### src/rtl/fractal_sync_wake_tx_pkg.sv
// Shared types for the fractal sync wake-response path.
// Build option: FRACTAL_SYNC_WAKE_CNT_EN enables the event counters.
package fractal_sync_wake_tx_pkg;

  typedef enum logic [1:0] {
    SD_NONE = 2'b00,
    SD_EN   = 2'b01,
    SD_WS   = 2'b10,
    SD_BOTH = 2'b11
  } sd_e;

  typedef enum logic [1:0] {
    HV_NODE = 2'b00,
    RT_NODE = 2'b01
  } node_e;

  localparam int unsigned WAKE_CNT_WIDTH = 32;

  // A response needs a destination; a root only releases level 0.
  function automatic logic resp_legal(
    input node_e node,
    input sd_e   sd,
    input logic  lvl_zero
  );
    return (sd != SD_NONE) &&
           ((node != RT_NODE) || lvl_zero);
  endfunction

endpackage

### src/rtl/fractal_sync_wake_tx_if.sv
// Wake-response bus: one upstream input, EN and WS child outputs.
// Build option: FRACTAL_SYNC_WAKE_CNT_EN (counters are plain ports).
interface fractal_sync_wake_tx_if
  import fractal_sync_wake_tx_pkg::*;
#(
  parameter int unsigned LVL_WIDTH = 2,
  parameter int unsigned ID_WIDTH  = 2
) ();

  logic                 resp_valid_i;
  logic                 resp_ready_o;
  logic [LVL_WIDTH-1:0] resp_level_i;
  logic [ID_WIDTH-1:0]  resp_id_i;
  logic                 resp_err_i;
  sd_e                  resp_sd_i;

  logic                 en_valid_o;
  logic                 en_ready_i;
  logic [LVL_WIDTH-1:0] en_level_o;
  logic [ID_WIDTH-1:0]  en_id_o;
  logic                 en_err_o;

  logic                 ws_valid_o;
  logic                 ws_ready_i;
  logic [LVL_WIDTH-1:0] ws_level_o;
  logic [ID_WIDTH-1:0]  ws_id_o;
  logic                 ws_err_o;

  modport slave (
    input  resp_valid_i, resp_level_i,
    input  resp_id_i, resp_err_i, resp_sd_i,
    output resp_ready_o,
    output en_valid_o, en_level_o,
    output en_id_o, en_err_o,
    input  en_ready_i,
    output ws_valid_o, ws_level_o,
    output ws_id_o, ws_err_o,
    input  ws_ready_i
  );

  modport master (
    output resp_valid_i, resp_level_i,
    output resp_id_i, resp_err_i, resp_sd_i,
    input  resp_ready_o,
    input  en_valid_o, en_level_o,
    input  en_id_o, en_err_o,
    output en_ready_i,
    input  ws_valid_o, ws_level_o,
    input  ws_id_o, ws_err_o,
    output ws_ready_i
  );

endinterface

### src/rtl/fractal_sync_wake_tx_fifo.sv
// Generic response buffer with occupancy counter.
// Build option: FRACTAL_SYNC_WAKE_CNT_EN (not used here).
module fractal_sync_wake_tx_fifo
  import fractal_sync_wake_tx_pkg::*;
#(
  parameter int unsigned DEPTH = 2,
  parameter type T = logic
) (
  input  logic clk_i,
  input  logic rst_i,
  input  logic push_i,
  input  T     data_i,
  input  logic pop_i,
  output T     data_o,
  output logic full_o,
  output logic empty_o
);

  localparam int unsigned PTR_W =
    (DEPTH > 1) ? $clog2(DEPTH) : 1;
  localparam int unsigned CNT_W = $clog2(DEPTH + 1);

  T                 mem [DEPTH];
  logic [PTR_W-1:0] wr_ptr;
  logic [PTR_W-1:0] rd_ptr;
  logic [CNT_W-1:0] cnt;
  logic             do_push;
  logic             do_pop;

  function automatic logic [PTR_W-1:0] wrap_inc(
    input logic [PTR_W-1:0] p
  );
    return (p == PTR_W'(DEPTH - 1)) ?
           '0 : p + PTR_W'(1);
  endfunction

  assign full_o  = (cnt == CNT_W'(DEPTH));
  assign empty_o = (cnt == '0);
  assign do_push = push_i & ~full_o;
  assign do_pop  = pop_i & ~empty_o;
  assign data_o  = mem[rd_ptr];

  // Pointer and occupancy bookkeeping.
  always_ff @(posedge clk_i) begin
    if (rst_i) begin
      wr_ptr <= '0;
      rd_ptr <= '0;
      cnt    <= '0;
    end else begin
      if (do_push) wr_ptr <= wrap_inc(wr_ptr);
      if (do_pop)  rd_ptr <= wrap_inc(rd_ptr);
      unique case ({do_push, do_pop})
        2'b10:   cnt <= cnt + CNT_W'(1);
        2'b01:   cnt <= cnt - CNT_W'(1);
        default: ;
      endcase
    end
  end

  // Storage write; contents are don't-care while empty.
  always_ff @(posedge clk_i) begin
    if (do_push) mem[wr_ptr] <= data_i;
  end

endmodule

### src/rtl/fractal_sync_wake_tx.sv
// Wake-response transmitter: buffers releases and forks them to EN/WS.
// Build option: FRACTAL_SYNC_WAKE_CNT_EN adds saturating event counters.
module fractal_sync_wake_tx
  import fractal_sync_wake_tx_pkg::*;
#(
  parameter int unsigned LVL_WIDTH  = 2,
  parameter int unsigned ID_WIDTH   = 2,
  parameter int unsigned FIFO_DEPTH = 2,
  parameter node_e       NODE_TYPE  = HV_NODE
) (
  input  logic                  clk_i,
  input  logic                  rst_i,
  fractal_sync_wake_tx_if.slave bus,
  output logic                  drop_o
`ifdef FRACTAL_SYNC_WAKE_CNT_EN
  ,
  output logic [WAKE_CNT_WIDTH-1:0] en_cnt_o,
  output logic [WAKE_CNT_WIDTH-1:0] ws_cnt_o,
  output logic [WAKE_CNT_WIDTH-1:0] drop_cnt_o
`endif
);

  if (FIFO_DEPTH < 1) begin : g_bad_depth
    $error("FIFO_DEPTH must be at least 1");
  end

  typedef struct packed {
    logic [LVL_WIDTH-1:0] level;
    logic [ID_WIDTH-1:0]  id;
    logic                 err;
    sd_e                  sd;
  } wake_resp_t;

  wake_resp_t in_d;
  wake_resp_t fifo_q;
  wake_resp_t head;
  logic       full;
  logic       empty;
  logic       ready;
  logic       accept;
  logic       legal;
  logic       enq;
  logic       pop;
  logic       live_q;
  logic       sent_en;
  logic       sent_ws;
  logic       drop_q;
  logic       en_valid;
  logic       ws_valid;
  logic       en_hs;
  logic       ws_hs;
  logic       en_done;
  logic       ws_done;
  logic [1:0] head_sd;

  assign in_d = '{
    level: bus.resp_level_i,
    id:    bus.resp_id_i,
    err:   bus.resp_err_i,
    sd:    bus.resp_sd_i
  };

  assign legal = resp_legal(
    NODE_TYPE, bus.resp_sd_i,
    bus.resp_level_i == '0
  );

  // live_q keeps ready low until the first cycle out of reset.
  assign ready  = live_q & ~full;
  assign accept = bus.resp_valid_i & ready;
  assign enq    = accept & legal;

  fractal_sync_wake_tx_fifo #(
    .DEPTH (FIFO_DEPTH),
    .T     (wake_resp_t)
  ) u_fifo (
    .clk_i   (clk_i),
    .rst_i   (rst_i),
    .push_i  (enq),
    .data_i  (in_d),
    .pop_i   (pop),
    .data_o  (fifo_q),
    .full_o  (full),
    .empty_o (empty)
  );

  assign head    = empty ? '0 : fifo_q;
  assign head_sd = head.sd;

  assign en_valid = ~empty & head_sd[0] & ~sent_en;
  assign ws_valid = ~empty & head_sd[1] & ~sent_ws;
  assign en_hs    = en_valid & bus.en_ready_i;
  assign ws_hs    = ws_valid & bus.ws_ready_i;
  assign en_done  = ~head_sd[0] | sent_en | en_hs;
  assign ws_done  = ~head_sd[1] | sent_ws | ws_hs;
  assign pop      = ~empty & en_done & ws_done;

  assign bus.resp_ready_o = ready;
  assign bus.en_valid_o   = en_valid;
  assign bus.en_level_o   = head.level;
  assign bus.en_id_o      = head.id;
  assign bus.en_err_o     = head.err;
  assign bus.ws_valid_o   = ws_valid;
  assign bus.ws_level_o   = head.level;
  assign bus.ws_id_o      = head.id;
  assign bus.ws_err_o     = head.err;
  assign drop_o           = drop_q;

  // Per-port sent flags, drop pulse and the out-of-reset marker.
  always_ff @(posedge clk_i) begin
    if (rst_i) begin
      live_q  <= 1'b0;
      sent_en <= 1'b0;
      sent_ws <= 1'b0;
      drop_q  <= 1'b0;
    end else begin
      live_q <= 1'b1;
      drop_q <= accept & ~legal;
      if (pop) begin
        sent_en <= 1'b0;
        sent_ws <= 1'b0;
      end else begin
        sent_en <= sent_en | en_hs;
        sent_ws <= sent_ws | ws_hs;
      end
    end
  end

`ifdef FRACTAL_SYNC_WAKE_CNT_EN
  localparam logic [WAKE_CNT_WIDTH-1:0] CNT_ONE =
    WAKE_CNT_WIDTH'(1);

  // Saturating counters of handshakes and discarded entries.
  always_ff @(posedge clk_i) begin
    if (rst_i) begin
      en_cnt_o   <= '0;
      ws_cnt_o   <= '0;
      drop_cnt_o <= '0;
    end else begin
      if (en_hs && en_cnt_o != '1)
        en_cnt_o <= en_cnt_o + CNT_ONE;
      if (ws_hs && ws_cnt_o != '1)
        ws_cnt_o <= ws_cnt_o + CNT_ONE;
      if (accept && !legal && drop_cnt_o != '1)
        drop_cnt_o <= drop_cnt_o + CNT_ONE;
    end
  end
`endif

endmodule
### src/flat_wrapper.sv
// flat-port wrapper written by rule: the top's interface ports become plain ports
module fractal_sync_wake_tx_flat import fractal_sync_wake_tx_pkg::*;
#(
  parameter int unsigned LVL_WIDTH  = 2,
  parameter int unsigned ID_WIDTH   = 2,
  parameter int unsigned FIFO_DEPTH = 2,
  parameter node_e       NODE_TYPE  = HV_NODE
)
  (clk_i, rst_i, drop_o, bus_resp_valid_i, bus_resp_level_i, bus_resp_id_i, bus_resp_err_i, bus_resp_sd_i, bus_resp_ready_o, bus_en_valid_o, bus_en_level_o, bus_en_id_o, bus_en_err_o, bus_en_ready_i, bus_ws_valid_o, bus_ws_level_o, bus_ws_id_o, bus_ws_err_o, bus_ws_ready_i);
  fractal_sync_wake_tx_if #(.LVL_WIDTH(LVL_WIDTH), .ID_WIDTH(ID_WIDTH)) bus_i ();
  input  logic clk_i;
  input  logic rst_i;
  output logic drop_o;
  input wire logic [$bits(bus_i.resp_valid_i)-1:0] bus_resp_valid_i;
  input wire logic [$bits(bus_i.resp_level_i)-1:0] bus_resp_level_i;
  input wire logic [$bits(bus_i.resp_id_i)-1:0] bus_resp_id_i;
  input wire logic [$bits(bus_i.resp_err_i)-1:0] bus_resp_err_i;
  input wire logic [$bits(bus_i.resp_sd_i)-1:0] bus_resp_sd_i;
  output wire logic [$bits(bus_i.resp_ready_o)-1:0] bus_resp_ready_o;
  output wire logic [$bits(bus_i.en_valid_o)-1:0] bus_en_valid_o;
  output wire logic [$bits(bus_i.en_level_o)-1:0] bus_en_level_o;
  output wire logic [$bits(bus_i.en_id_o)-1:0] bus_en_id_o;
  output wire logic [$bits(bus_i.en_err_o)-1:0] bus_en_err_o;
  input wire logic [$bits(bus_i.en_ready_i)-1:0] bus_en_ready_i;
  output wire logic [$bits(bus_i.ws_valid_o)-1:0] bus_ws_valid_o;
  output wire logic [$bits(bus_i.ws_level_o)-1:0] bus_ws_level_o;
  output wire logic [$bits(bus_i.ws_id_o)-1:0] bus_ws_id_o;
  output wire logic [$bits(bus_i.ws_err_o)-1:0] bus_ws_err_o;
  input wire logic [$bits(bus_i.ws_ready_i)-1:0] bus_ws_ready_i;
  assign bus_i.resp_valid_i = bus_resp_valid_i;
  assign bus_i.resp_level_i = bus_resp_level_i;
  assign bus_i.resp_id_i = bus_resp_id_i;
  assign bus_i.resp_err_i = bus_resp_err_i;
  assign bus_i.resp_sd_i = bus_resp_sd_i;
  assign bus_resp_ready_o = bus_i.resp_ready_o;
  assign bus_en_valid_o = bus_i.en_valid_o;
  assign bus_en_level_o = bus_i.en_level_o;
  assign bus_en_id_o = bus_i.en_id_o;
  assign bus_en_err_o = bus_i.en_err_o;
  assign bus_i.en_ready_i = bus_en_ready_i;
  assign bus_ws_valid_o = bus_i.ws_valid_o;
  assign bus_ws_level_o = bus_i.ws_level_o;
  assign bus_ws_id_o = bus_i.ws_id_o;
  assign bus_ws_err_o = bus_i.ws_err_o;
  assign bus_i.ws_ready_i = bus_ws_ready_i;
  fractal_sync_wake_tx #(.LVL_WIDTH(LVL_WIDTH), .ID_WIDTH(ID_WIDTH), .FIFO_DEPTH(FIFO_DEPTH), .NODE_TYPE(NODE_TYPE)) u_core (.clk_i(clk_i), .rst_i(rst_i), .bus(bus_i), .drop_o(drop_o));
endmodule
### config.mk
export PLATFORM = sky130hd
export DESIGN_NAME = fractal_sync_wake_tx_flat
export DESIGN_NICKNAME = d
export VERILOG_FILES = /design/src/rtl/fractal_sync_wake_tx_pkg.sv /design/src/rtl/fractal_sync_wake_tx_if.sv /design/src/rtl/fractal_sync_wake_tx_fifo.sv /design/src/rtl/fractal_sync_wake_tx.sv /design/src/flat_wrapper.sv
export SDC_FILE = /design/constraint.sdc
export NUM_CORES = 1
export LEC_CHECK = 0
export CORE_ASPECT_RATIO = 1.25
export CORE_UTILIZATION = 50
export DETAILED_ROUTE_END_ITERATION = 10
export GPL_ROUTABILITY_DRIVEN = 0
export GPL_TIMING_DRIVEN = 0
export MAX_ROUTING_LAYER = met4
export PLACE_DENSITY = 0.84
export RECOVER_POWER = 50
export SLEW_MARGIN = 20
export SYNTH_ARGS = -nofsm -noshare
export SYNTH_HDL_FRONTEND = slang
export SYNTH_HIERARCHICAL = 1
export SYNTH_SLANG_ARGS = --single-unit
### constraint.sdc
create_clock -name clk_i -period 6.37 [get_ports clk_i]
set_input_delay 1.274 -clock clk_i [delete_from_list [all_inputs] [get_ports clk_i]]
set_output_delay 1.274 -clock clk_i [all_outputs]
set_load 0.01 [all_outputs]
[After elaboration in Yosys (flattened, before gate mapping)]
Memories as Yosys holds them, arrays and structs flattened. A register that Yosys moved wholly into a read port is not among the register bits.
Cells that the tools add are included.
Operators by class
  add/subtract/negate cells: 4
  equality and inequality tests: 3
  multiplexer cells: 9
  bitwise logic cells: 27
  reduce and logical (&&, ||, !) cells: 4
Operators by type and width (count)
  $and A1 B1 Y1: 14
  $mux W1: 7
  $mux W7: 1
  $not A1 Y1: 7
  $or A1 B1 Y1: 6
  $eq A2 B2 Y1 const B: 2
  $pmux W2 S2: 1
  $reduce_bool A2 Y1: 2
  $add A1 B1 Y1 const B: 2
  $add A2 B1 Y2 const B: 1
  $eq A2 B1 Y1 const B: 1
  $logic_not A2 Y1: 1
  $reduce_or A2 Y1: 1
  $sub A2 B1 Y2 const B: 1
Word-level totals
  register bits: 8
  RAM bits: 14
  output and inout port bits: 14
  memories: 1
Memory list
  u_core.u_fifo.mem: depth 2, width 7, rd ports 1, clocked after memory_dff 1, write ports 1, RTL line fractal_sync_wake_tx_fifo.sv:23  | T mem [DEPTH];

[Longest topological paths before layout]
  depth in word-level cells: 11
  gate-level depth with buffers: 9

[Hierarchy]
Netlist, hierarchy kept.
By module, submodules not included
  fractal_sync_wake_tx_fifo: times used 1, cells each 48, area each 726.9 sq um
  fractal_sync_wake_tx: times used 1, cells each 30, area each 272.8 sq um

[Least setup slack after synthesis]
No wires, ideal clock.
  kind: input port to flip-flop
  start point: in bus_en_ready_i
  end point: reg u_core.u_fifo.cnt[1]
  arrival time: 2405 ps
  data required time: 6300 ps
  setup slack: 3895 ps
  stages: 6
  cells stage by stage: nor3b_2 > nor3_1 > o21a_1 > ha_1 > or3_1 > a21oi_1
On the way
  word-level cells in the longest chain between the ends: 7
Ends and longest elaborated chain
  start: declaration: RTL line flat_wrapper.sv:24  | input wire logic [$bits(bus_i.en_ready_i)-1:0] bus_en_ready_i;
  $and A1 B1 Y1 (*): RTL line fractal_sync_wake_tx.sv:92  | assign en_hs = en_valid & bus.en_ready_i;
  $or A1 B1 Y1 (*): RTL line fractal_sync_wake_tx.sv:94  | assign en_done = ~head_sd[0] | sent_en | en_hs;
  $and A1 B1 Y1 (*) (2 in series): RTL line fractal_sync_wake_tx.sv:96  | assign pop = ~empty & en_done & ws_done;
  named net u_core.pop: RTL line fractal_sync_wake_tx.sv:43  | logic pop;
  $and A1 B1 Y1 (*): RTL line fractal_sync_wake_tx_fifo.sv:40  | assign do_pop = pop_i & ~empty_o;
  named net u_core.u_fifo.do_pop: RTL line fractal_sync_wake_tx_fifo.sv:28  | logic do_pop;
  $eq A2 B1 Y1 / $eq A2 B2 Y1 (equally long branches): RTL line fractal_sync_wake_tx_fifo.sv:52  | unique case ({do_push, do_pop})
  $pmux W2 S2 / $reduce_bool A2 Y1 (equally long branches)
  end signal: assignment: RTL line fractal_sync_wake_tx_fifo.sv:53  | 2'b10: cnt <= cnt + CNT_W'(1);
  end signal: assignment: RTL line fractal_sync_wake_tx_fifo.sv:54  | 2'b01: cnt <= cnt - CNT_W'(1);
  end: declaration: RTL line fractal_sync_wake_tx_fifo.sv:26  | logic [CNT_W-1:0] cnt;
Mark *: on every way through the listed nets, which the timed path passes. The rest lies on a longest branch.
A chain may end at the register's enable or synchronous reset.

==> impl_metrics.py <==
metrics = {
    "cts": {
        "cts_buffers": 3,
        "post_cts_resized": 0,
        "cts_buffer_depth": 2,
        "clock-sinks": 23,
        "clk_pin_slew_ps": 120,
        "cts_tree": "done",
        "holdBufCountCts": 0,
        "cts_max_level": 1,
        "worstSkewPairLatency_ps": 310,
        "cts_root_buffer": "clkbuf_4",
        "post_cts_buffers": 0,
    },
    "pwr": {
        "leakage_uw": 0.000485,
        "peakVddDrop_mv": 0.168,
        "power.total_uw": 284,
        "power.density_mw_per_mm2": 219,
    },
    "critical_path": {
        "crit_path_max_fanout": 7,
        "reg2reg_depth": 8,
        "path_class": "reg2out",
        "crit_path_end_kind": "output port",
        "cp.arrival_ps": 2060,
        "critPathRequiredTime_ps": 5100,
        "start_kind": "flip-flop",
    },
    "finish": {
        "drive_gt1_share_pct": 18.7,
        "utilization_pct": 70.9,
        "antennaDiodeCount": 0,
        "final.fill_count": 136,
        "nNetsFinal": 121,
        "area_growth_pct": 29.7,
    },
    "floorplanning": {
        "die_area_mm2": 0.00218,
        "ios": 26,
        "row_count": 17,
        "die_h_um": 52.0,
        "die_x_um": 42.0,
        "core_mm2": 0.00183,
        "start_util_pct": 54.7,
    },
    "place": {
        "port_buffers": 25,
        "dpl.hpwl_um": 1340,
    },
    "timing": {
        "hold_violations": 0,
        "rsz0062_at_grt": "no",
        "setup_violations": 0,
        "max_slew_margin_pct": 74.5,
        "fmax_ghz": 0.300,
        "hold_ws_ps": 511,
        "worst_pin_slew_ps": 382,
        "report.final.slew_viol_count": 0,
        "min_period_over_period_pct": 52.3,
        "period_minus_slack_ps": 3330,
        "setup_tns_ps": 0,
        "clock-skew-final_ps": 1.77,
    },
    "yosys": {
        "synth_area_per_cell_um2": 12.8,
        "ys_warn_count": 6,
        "synth_cell_type_count": 26,
        "synth_edf_count": 14,
        "yosys-top-cells-area": "edfxtp_1 (42%), dfxtp_1 (18%), mux2_2 (7.9%)",
        "yosys_most_used_dff": "edfxtp_1",
        "synth-async-reset-ratio_pct": 0,
        "synthCells": 78,
        "synthesis.area_um2": 1000,
        "synth_top_area_share_pct": 42.1,
        "synth_fp_nets": 91,
        "synth_top_area_cell": "edfxtp_1",
        "ys_ff_latch": 23,
        "ys_seq_area_share_pct": 60.1,
    },
    "routing": {
        "antenna_left": 0,
        "drt-total-wl_um": 1720,
        "drt_iter0_drc": 5,
        "route.detailed.drc": 0,
        "routed_via_density": 5.41,
        "drtPass1Iterations": 4,
        "num_vias": 682,
        "avgRoutedWirePerCell_um": 13.7,
    },
    "run": {
        "drv_cap": 0,
    },
    "global_route": {
        "grt_pass1_vias": 676,
        "grt_pass1_wl_um": 3010,
        "grt-ovfl-total": 0,
        "antenna_found_initial": 0,
        "grt_max_degree": 14,
        "grt.total_usage_pct": 19.8,
    },
    "hold_path": {
        "hold_class": "reg2reg",
        "min_delay_path_depth": 2,
    },
    "outcome": {
        "status": "finished, final reports clean",
    },
}
-- cell families (layout without fill, tap and decap cells) --
group | count (synthesis) | count (layout) | synth area share, %
xor gates and xnor gates | 3 | 3 | 2.63
DFF | 23 | 23 | 60.1
buffers and inverters | 11 | 40 | 6.38
AOI/OAI and AO/OA | 7 | 7 | 5.01
muxes | 7 | 7 | 7.89
and+or+nand+nor | 26 | 26 | 16.8
adders and majority gates | 1 | 1 | 1.25
-- synthesized netlist by cell type, types with 3 or more instances --
cell and instances:
edfxtp_1 14, dfxtp_1 9, mux2_2 7, buf_4 6
nor2_1 6, nor2b_1 6, inv_1 3
-- power breakdown --
part           internal (uW)  switching, uW  total [uW]
Sequential               164           3.09         167
Clock                   23.5           42.1        65.5
Combinational           30.1           21.8        52.0
-- path summary, 6_finish.rpt --
path	startpoint	end	slack (ps)
setup / recovery	flip-flop	bus_ws_id_o[1]	3040
hold / removal	u_core/u_fifo/wr_ptr	u_core/u_fifo/wr_ptr	510
setup reg to reg	flip-flop	u_core/u_fifo/cnt[1]	3950
hold reg to reg	u_core/u_fifo/wr_ptr	u_core/u_fifo/wr_ptr	510
-- flip-flops by register name, summed over array words and instances (netlist names), named ones only --
signal                count
u_core/drop_o             1
u_core/live_q             1
u_core/sent_en            1
u_core/sent_ws            1
u_core/u_fifo/cnt         2
u_core/u_fifo/mem        14
u_core/u_fifo/rd_ptr      1
u_core/u_fifo/wr_ptr      1
-- layout make-up --
| type | instances | area (um^2) | area share [%] |
|---|---|---|---|
| Clock buffer | 3 | 22.5 | 1.74 |
| Buffer | 7 | 48.8 | 3.76 |
| Clock inverter | 1 | 5.00 | 0.386 |
| Tap cell | 19 | 23.8 | 1.83 |
| Sequential cell | 23 | 601 | 46.3 |
| Inverter | 4 | 15.0 | 1.16 |
| Multi-Input combinational cell | 44 | 330 | 25.5 |
| Timing Repair Buffer | 25 | 250 | 19.3 |
-- worst max-delay path, cell delays in order (launching register included) --
cell	delay [ps]
dfxtp_1	330
clkbuf_1	310
mux2_2	380
nor2b_1	140
buf_4	120
clkdlybuf4s50_1	470
-- per-layer routing --
metal / vias up / GRT usage [%] / share of wire, %
met5: - / - / 0
met4: 0 / 11.3 / 2.3
met3: 5 / 3.47 / 4.2
met2: 21 / 35.7 / 55
met1: 327 / 20.2 / 39
li1: 329 / - / -
-- per-stage QoR --
step	setup WS (ps)	cells	cell area, um^2
after floorplan	3900	78	1000
after global placement	3350	122	1270
after detailed placement	3240	122	1270
after CTS	3000	126	1300
after global routing	2920	126	1300
final	3040	126	1300
-- cells in the final DEF (no fill, tap or decap), types with 2 or more instances in the layout --
cell              n
o221a_1           2
buf_4             6
nor2_1            6
nor3b_1           3
inv_1             3
mux2_2            7
o21ai_0           2
edfxtp_1         14
dlygate4sd3_1    10
clkbuf_4          3
xnor2_1           2
and3b_1           2
nor2b_1           6
clkdlybuf4s50_1  15
dfxtp_1           9
or3_1             2
a21oi_1           2
Note: power is estimated with default switching activity, not from simulation.
